===== config.mk =====
export PLATFORM = sky130hd
export DESIGN_NAME = regfile_mp
export DESIGN_NICKNAME = d
export VERILOG_FILES = /design/src/rtl/regfile_mp_pkg.sv /design/src/rtl/regfile_mp_scoreboard.sv /design/src/rtl/regfile_mp.sv
export SDC_FILE = /design/constraint.sdc
export NUM_CORES = 2
export LEC_CHECK = 0
export CAP_MARGIN = 20
export CORE_MARGIN = 4
export CORE_UTILIZATION = 30
export DETAILED_ROUTE_END_ITERATION = 16
export PLACE_DENSITY_LB_ADDON = 0.3
export REMOVE_ABC_BUFFERS = 1
export SLEW_MARGIN = 40
export SYNTH_ARGS = -nofsm -noshare
export SYNTH_HDL_FRONTEND = slang
export SYNTH_SLANG_ARGS = --single-unit

===== constraint.sdc =====
create_clock -name clk -period 6.8 [get_ports clk]
set_clock_uncertainty 0.05 [all_clocks]
set_input_delay 1.36 -clock clk [delete_from_list [all_inputs] [get_ports clk]]
set_output_delay 1.36 -clock clk [all_outputs]
set_load 0.01 [all_outputs]

===== src/rtl/regfile_mp_pkg.sv =====
// regfile_mp_pkg: shared defines and helpers for the multi-port register file
// Defines: SP_START_ADDR (stack-pointer reset value), ZeroWord, PEND_MAX(w)
`ifndef REGFILE_MP_DEFINES
`define REGFILE_MP_DEFINES
`define SP_START_ADDR 32'h0000_7ff0
`define ZeroWord 32'h0000_0000
`define PEND_MAX(w) ((1 << (w)) - 1)
`endif

package regfile_mp_pkg;
    // bits needed to hold a count from 0 to n
    function automatic int cnt_w(input int n);
        return $clog2(n + 1);
    endfunction
endpackage


===== src/rtl/regfile_mp_scoreboard.sv =====
// regfile_mp_scoreboard: per-register pending-write counters, busy/ready logic and sb_err
// Ports: clk, rst; re/read_addr -> read_busy; iss_valid/iss_reg -> iss_ready;
//        wb_we/wb_write_reg (retires); sb_err (sticky spurious-retire flag)
module regfile_mp_scoreboard
    import regfile_mp_pkg::*;
#(
    parameter int ADDR_W = 5,
    parameter int NUM_RD = 2,
    parameter int NUM_WR = 2,
    parameter int PEND_W = 2
) (
    input  logic                     clk,
    input  logic                     rst,
    input  logic [NUM_RD-1:0]        re,
    input  logic [NUM_RD*ADDR_W-1:0] read_addr,
    output logic [NUM_RD-1:0]        read_busy,
    input  logic                     iss_valid,
    input  logic [ADDR_W-1:0]        iss_reg,
    output logic                     iss_ready,
    input  logic [NUM_WR-1:0]        wb_we,
    input  logic [NUM_WR*ADDR_W-1:0] wb_write_reg,
    output logic                     sb_err
);
    localparam int DEPTH = 1 << ADDR_W;
    localparam int CW = PEND_W + cnt_w(NUM_WR) + 1;
    localparam logic [CW-1:0] PMAX = CW'(`PEND_MAX(PEND_W));

    logic [PEND_W-1:0] cnt     [DEPTH];
    logic [PEND_W-1:0] cnt_nxt [DEPTH];
    logic [CW-1:0]     dec     [DEPTH];
    logic [CW-1:0]     left    [DEPTH];
    logic              issue;
    logic              spur;

    // left = counter after this cycle's retires; floored at 0 so two ports
    // retiring one outstanding write cannot wrap the counter
    always_comb begin
        for (int r = 0; r < DEPTH; r++) begin
            dec[r] = '0;
            for (int j = 0; j < NUM_WR; j++)
                if (wb_we[j] && wb_write_reg[j*ADDR_W +: ADDR_W] == ADDR_W'(r) && cnt[r] != '0)
                    dec[r] = dec[r] + CW'(1);
            left[r] = (dec[r] > CW'(cnt[r])) ? '0 : CW'(cnt[r]) - dec[r];
        end
    end

    assign iss_ready = !rst && (iss_reg == '0 || left[iss_reg] + CW'(1) <= PMAX);
    assign issue     = iss_valid && iss_ready && iss_reg != '0;

    always_comb begin
        for (int r = 0; r < DEPTH; r++)
            cnt_nxt[r] = PEND_W'(left[r] + CW'(issue && iss_reg == ADDR_W'(r)));
    end

    always_comb begin
        spur = 1'b0;
        for (int j = 0; j < NUM_WR; j++)
            if (wb_we[j] && wb_write_reg[j*ADDR_W +: ADDR_W] != '0 && cnt[wb_write_reg[j*ADDR_W +: ADDR_W]] == '0)
                spur = 1'b1;
    end

    // a same-cycle issue only shows up as busy from the next cycle
    always_comb begin
        read_busy = '0;
        for (int k = 0; k < NUM_RD; k++)
            read_busy[k] = !rst && re[k] && read_addr[k*ADDR_W +: ADDR_W] != '0 &&
                           left[read_addr[k*ADDR_W +: ADDR_W]] != '0;
    end

    always_ff @(posedge clk) begin
        if (rst) begin
            for (int r = 0; r < DEPTH; r++)
                cnt[r] <= '0;
            sb_err <= 1'b0;
        end else begin
            cnt    <= cnt_nxt;
            sb_err <= sb_err | spur;
        end
    end
endmodule


===== src/rtl/regfile_mp.sv =====
// regfile_mp: multi-port register file with write-back bypass and pending-write scoreboard
// Ports: clk, rst; re/read_addr -> read_data/read_busy (combinational);
//        iss_valid/iss_reg -> iss_ready; wb_we/wb_write_reg/wb_write_data (write-back);
//        sb_err (sticky: retire with no matching issue)
module regfile_mp
    import regfile_mp_pkg::*;
#(
    parameter int                 DATA_W  = 32,
    parameter int                 ADDR_W  = 5,
    parameter int                 NUM_RD  = 2,
    parameter int                 NUM_WR  = 2,
    parameter int                 SP_IDX  = 29,
    parameter logic [DATA_W-1:0]  SP_INIT = `SP_START_ADDR,
    parameter int                 PEND_W  = 2
) (
    input  logic                     clk,
    input  logic                     rst,
    input  logic [NUM_RD-1:0]        re,
    input  logic [NUM_RD*ADDR_W-1:0] read_addr,
    output logic [NUM_RD*DATA_W-1:0] read_data,
    output logic [NUM_RD-1:0]        read_busy,
    input  logic                     iss_valid,
    input  logic [ADDR_W-1:0]        iss_reg,
    output logic                     iss_ready,
    input  logic [NUM_WR-1:0]        wb_we,
    input  logic [NUM_WR*ADDR_W-1:0] wb_write_reg,
    input  logic [NUM_WR*DATA_W-1:0] wb_write_data,
    output logic                     sb_err
);
    localparam int DEPTH = 1 << ADDR_W;

    logic [DATA_W-1:0] regs [DEPTH];

    // ascending port loop: the last non-blocking write (highest port) wins
    always_ff @(posedge clk) begin
        if (rst) begin
            for (int r = 0; r < DEPTH; r++)
                regs[r] <= (r == SP_IDX) ? SP_INIT : DATA_W'(`ZeroWord);
        end else begin
            for (int j = 0; j < NUM_WR; j++)
                if (wb_we[j] && wb_write_reg[j*ADDR_W +: ADDR_W] != '0)
                    regs[wb_write_reg[j*ADDR_W +: ADDR_W]] <= wb_write_data[j*DATA_W +: DATA_W];
        end
    end

    // bypass: same-cycle write-back overrides storage, highest port last
    always_comb begin
        read_data = '0;
        for (int k = 0; k < NUM_RD; k++) begin
            if (!rst && re[k] && read_addr[k*ADDR_W +: ADDR_W] != '0) begin
                read_data[k*DATA_W +: DATA_W] = regs[read_addr[k*ADDR_W +: ADDR_W]];
                for (int j = 0; j < NUM_WR; j++)
                    if (wb_we[j] && wb_write_reg[j*ADDR_W +: ADDR_W] == read_addr[k*ADDR_W +: ADDR_W])
                        read_data[k*DATA_W +: DATA_W] = wb_write_data[j*DATA_W +: DATA_W];
            end
        end
    end

    regfile_mp_scoreboard #(
        .ADDR_W (ADDR_W),
        .NUM_RD (NUM_RD),
        .NUM_WR (NUM_WR),
        .PEND_W (PEND_W)
    ) u_sb (
        .clk          (clk),
        .rst          (rst),
        .re           (re),
        .read_addr    (read_addr),
        .read_busy    (read_busy),
        .iss_valid    (iss_valid),
        .iss_reg      (iss_reg),
        .iss_ready    (iss_ready),
        .wb_we        (wb_we),
        .wb_write_reg (wb_write_reg),
        .sb_err       (sb_err)
    );
endmodule


==> report_table.html <==
<table>
<tr><th>Metric</th><th>Value</th></tr>
<tr><th colspan="2">Hold path</th></tr>
<tr><td>Worst hold path endpoint</td><td>u_sb.sb_err$_SDFF_PP0_</td></tr>
<tr><td>Type of the worst min-delay path</td><td>reg2reg</td></tr>
<tr><td>Hold path start</td><td>u_sb.sb_err$_SDFF_PP0_</td></tr>
<tr><td>Cells on Worst Hold Path</td><td>2</td></tr>
<tr><th colspan="2">Routing</th></tr>
<tr><td>DRC errors left</td><td>0</td></tr>
<tr><td>Drt first-iter violations</td><td>7352</td></tr>
<tr><td>Average wire per standard cell</td><td>36.3 µm</td></tr>
<tr><td>DR vias</td><td>53800</td></tr>
<tr><td>Post-route ant nets</td><td>0</td></tr>
<tr><td>Vias per std cell</td><td>6.46</td></tr>
<tr><td>Final wirelength</td><td>302000 µm</td></tr>
<tr><td>First-pass iteration count of the detailed router</td><td>6</td></tr>
<tr><th colspan="2">Clock tree</th></tr>
<tr><td>H-tree level count</td><td>4</td></tr>
<tr><td>Deepest clock path buffer count</td><td>3</td></tr>
<tr><td>TritonCTS clock tree</td><td>done</td></tr>
<tr><td>Number of clock sinks</td><td>1089</td></tr>
<tr><td>Number of buffers created by CTS</td><td>132</td></tr>
<tr><td>Root Driver</td><td>clkbuf_16</td></tr>
<tr><td>Clk pin slew, worst setup/hold paths</td><td>0.05 ns</td></tr>
<tr><td>Number of buffers added to fix hold violations after cts</td><td>0</td></tr>
<tr><td>Clock latency reported for the late side of the worst-skew pair</td><td>0.80 ns</td></tr>
<tr><th colspan="2">Global routing</th></tr>
<tr><td>Antenna violations before repair</td><td>14</td></tr>
<tr><td>Largest net degree at the start of global routing</td><td>88</td></tr>
<tr><td>Overall routing resource usage</td><td>0.252</td></tr>
<tr><td>Overflow left after global routing</td><td>0</td></tr>
<tr><td>First-pass GRT wire length</td><td>413000 µm</td></tr>
<tr><td>Vias in the first global route</td><td>53300</td></tr>
<tr><th colspan="2">STA</th></tr>
<tr><td>FMAX</td><td>145 MHz</td></tr>
<tr><td>Final number of setup-violating endpoints</td><td>1</td></tr>
<tr><td>Portion of the clock cycle consumed by the worst path in the final layout</td><td>1.01</td></tr>
<tr><td>Max-slew headroom</td><td>0.374</td></tr>
<tr><td>Slew @ Worst Pin</td><td>0.939 ns</td></tr>
<tr><td>Fin Hold WS</td><td>0.540 ns</td></tr>
<tr><td>Post-layout minimum cycle time</td><td>6.89 ns</td></tr>
<tr><td>Final Hold Viols</td><td>0</td></tr>
<tr><td>Setup slack after layout</td><td>-0.0886 ns</td></tr>
<tr><td>RSZ-0062 raised after global routing</td><td>true</td></tr>
<tr><td>Pins over their slew limit</td><td>0</td></tr>
<tr><th colspan="2">Power</th></tr>
<tr><td>Static leakage</td><td>26.8 nW</td></tr>
<tr><td>Power density cells</td><td>227 mW/mm²</td></tr>
<tr><td>Tot Pwr</td><td>0.0177 W</td></tr>
<tr><td>Max VDD drop</td><td>0.310 mV</td></tr>
<tr><th colspan="2">Synth</th></tr>
<tr><td>Mean post-synth cell area</td><td>13.0 µm²</td></tr>
<tr><td>Synth warn</td><td>0</td></tr>
<tr><td>Top cell type by total area after synthesis</td><td>edfxtp_1</td></tr>
<tr><td>Main synth FF type</td><td>edfxtp_1</td></tr>
<tr><td>Number of synthesized flops with an enable pin</td><td>1024</td></tr>
<tr><td>Share of synthesized registers carrying an async set or reset</td><td>0</td></tr>
<tr><td>Cell types with the largest area share after synthesis</td><td>edfxtp_1 46%, mux4_2 13%, a22o_1 13%</td></tr>
<tr><td>Cells after Synth</td><td>5179</td></tr>
<tr><td>Sequential-to-total area share from yosys stat</td><td>0.478</td></tr>
<tr><td>Most frequent cell after synthesis</td><td>edfxtp_1</td></tr>
<tr><td>Most frequent cells after synthesis</td><td>1024 x edfxtp_1, 981 x a22o_1, 401 x mux4_2</td></tr>
<tr><td>Mapped cell area</td><td>0.0671 mm²</td></tr>
<tr><td>Unique cell type count in the Yosys netlist</td><td>80</td></tr>
<tr><td>Number of storage elements in the synthesis netlist</td><td>1089</td></tr>
<tr><td>Post-synth top area share</td><td>0.458</td></tr>
<tr><th colspan="2">Critical path</th></tr>
<tr><td>Highest-delay cell along the critical path</td><td>clkdlybuf4s50_1</td></tr>
<tr><td>Crit Path Max Fanout</td><td>8</td></tr>
<tr><td>Max incr delay on CP</td><td>0.56 ns</td></tr>
<tr><td>Crit path DAT</td><td>5.48 ns</td></tr>
<tr><td>Data required time at the worst endpoint</td><td>5.39 ns</td></tr>
<tr><td>Top Family by Delay on Critical Path</td><td>buffers and inverters</td></tr>
<tr><td>Critical path cell sequence</td><td>clkdlybuf4s50_1, buf_4, or3b_4, nor3_1, ha_1, ha_1, inv_1, fa_1, o211ai_1, a32oi_1, o2111ai_2, buf_4, o311ai_1, and3b_2, clkdlybuf4s50_1</td></tr>
<tr><td>Worst reg2reg setup slack</td><td>2.52 ns</td></tr>
<tr><td>CP Depth</td><td>15</td></tr>
<tr><td>Worst reg2reg path endpoint</td><td>u_sb.cnt[32]$_SDFF_PP0_</td></tr>
<tr><td>Startpoint-to-endpoint class of the critical path</td><td>in2out</td></tr>
<tr><td>Number of buffer and inverter stages on the critical path</td><td>5</td></tr>
<tr><td>Register-to-Register Path Depth</td><td>17</td></tr>
<tr><td>Crit. End Element</td><td>output port</td></tr>
<tr><td>Worst reg2reg startpoint</td><td>u_sb.cnt[37]$_SDFF_PP0_</td></tr>
<tr><td>Kind of launch point of the worst setup path</td><td>input port</td></tr>
<tr><th colspan="2">Cells and area</th></tr>
<tr><td>Multi-input gate area</td><td>0.0321 mm²</td></tr>
<tr><td># nets final</td><td>5471</td></tr>
<tr><td>Layout Utilization</td><td>0.351</td></tr>
<tr><td>Layout overhead on the synthesized area</td><td>16.3%</td></tr>
<tr><td>Total area of sequential cells</td><td>0.0321 mm²</td></tr>
<tr><td>Post-layout instance count excluding filler cells</td><td>8329</td></tr>
<tr><td>Number of fillers in the final layout</td><td>21600</td></tr>
<tr><td>Share of post-route cells with drive strength above 1</td><td>0.236</td></tr>
<tr><th colspan="2">Floorplan</th></tr>
<tr><td>Area of the core</td><td>0.222 mm²</td></tr>
<tr><td>Count of standard-cell rows</td><td>173</td></tr>
<tr><td>Die X-Extent</td><td>481 µm</td></tr>
<tr><td>Total I/O pin count</td><td>164</td></tr>
<tr><td>Initial cell density of the core</td><td>0.302</td></tr>
<tr><td>Die Outline Area</td><td>0.231 mm²</td></tr>
<tr><td>Die Ht</td><td>481 µm</td></tr>
<tr><th colspan="2">Placement</th></tr>
<tr><td>HPWL after detailed placement</td><td>187000 µm</td></tr>
<tr><td>Dpl ws</td><td>-0.225 ns</td></tr>
<tr><td>Total placed cells including tap cells</td><td>8086</td></tr>
<tr><td>Routability Congestion</td><td>0.928</td></tr>
<tr><td>Port buffer count</td><td>163</td></tr>
<tr><th colspan="2">Flow run</th></tr>
<tr><td>MaxCap Viol Count</td><td>0</td></tr>
<tr><th colspan="2">Run status</th></tr>
<tr><td>Outcome</td><td>complete, but fails checks</td></tr>
<tr><td>Violated checks</td><td>negative setup slack</td></tr>
</table>
## layout by cell type, fill, tap and decap left out, drive strengths merged, types with 99 or more instances in the layout
cell type and n:
a21oi 112, a22o 981, a22oi 129, buf 525, clkbuf 170, clkdlybuf4s50 108
edfxtp 1024, inv 136, mux2i 226, mux4 401, nor2 243, nor3 118
o21ai 143, o221ai 99
## layer usage
layer | vias up | routed length, µm | part of all wire | track usage
li1 | 21300 | - | - | -
met1 | 27400 | 109000 | 0.36 | 0.311
met2 | 4074 | 136000 | 0.45 | 0.392
met3 | 1051 | 36200 | 0.12 | 0.0718
met4 | 0 | 20900 | 0.069 | 0.150
met5 | - | 0 | 0 | 0
## power breakdown
group	switching, W	internal, W	total, W
sequential	0.000185	0.00772	0.00790
clock	0.00302	0.00423	0.00725
combinational	0.00162	0.000930	0.00255
total	0.00483	0.0129	0.0177
## registers in the layout, indices dropped and copies added (netlist names)
signal	flops
regs	1024
u_sb.cnt	64
u_sb.sb_err	1
## timing repair
action	CTS	global route
hold endpoints to repair	0	0
endpoints found under the setup margin	3	3
pin swaps	2	2
resized for setup	15	6
buffers inserted	1	0
## cell families after synthesis
kind of cell,Yosys count,share of synthesized area
buffers and inverters,867,0.0561
xor gates and xnor gates,52,0.00679
adders and majority gates,128,0.0274
AOI/OAI and AO/OA,1750,0.208
and+or+nand+nor,630,0.0504
muxes,662,0.174
DFF,1089,0.478
other,1,0.0000559
## through the flow
step / TNS, ns / instance area [µm²]
after floorplan: 0 / 64000
after global placement: -0.569 / 73800
after detailed placement: -0.612 / 73700
after CTS: -0.128 / 78100
after global routing: -0.280 / 78100
final: -0.0886 / 78100
## cell type report
type / count / share of cell area
inverters: 131 / 0.00630
well taps: 2975 / 0.0477
repair buffers: 638 / 0.0692
diodes: 7 / 0.000224
clock inverters: 67 / 0.00950
multi-input cells: 3255 / 0.411
clock buffers: 167 / 0.0455
flip-flops and latches: 1089 / 0.410
## tightest hold or removal path, stage by stage (launching register included)
cell and delay, ns:
dfxtp_1 0.32, inv_1 0.06, o221ai_1 0.13
## worst max path at each step
stage	from	to	slack [ns]
finish	wb_write_reg[8]	read_busy[1]	-0.09
global route	wb_write_reg[7]	read_busy[1]	-0.25
CTS	wb_write_reg[7]	read_busy[0]	-0.07
detailed placement	wb_write_reg[7]	read_busy[1]	-0.23
global placement	wb_write_reg[7]	iss_ready	-0.23
floorplan	wb_write_reg[0]	iss_ready	0.95
Note: power is estimated with default switching activity, not from simulation.
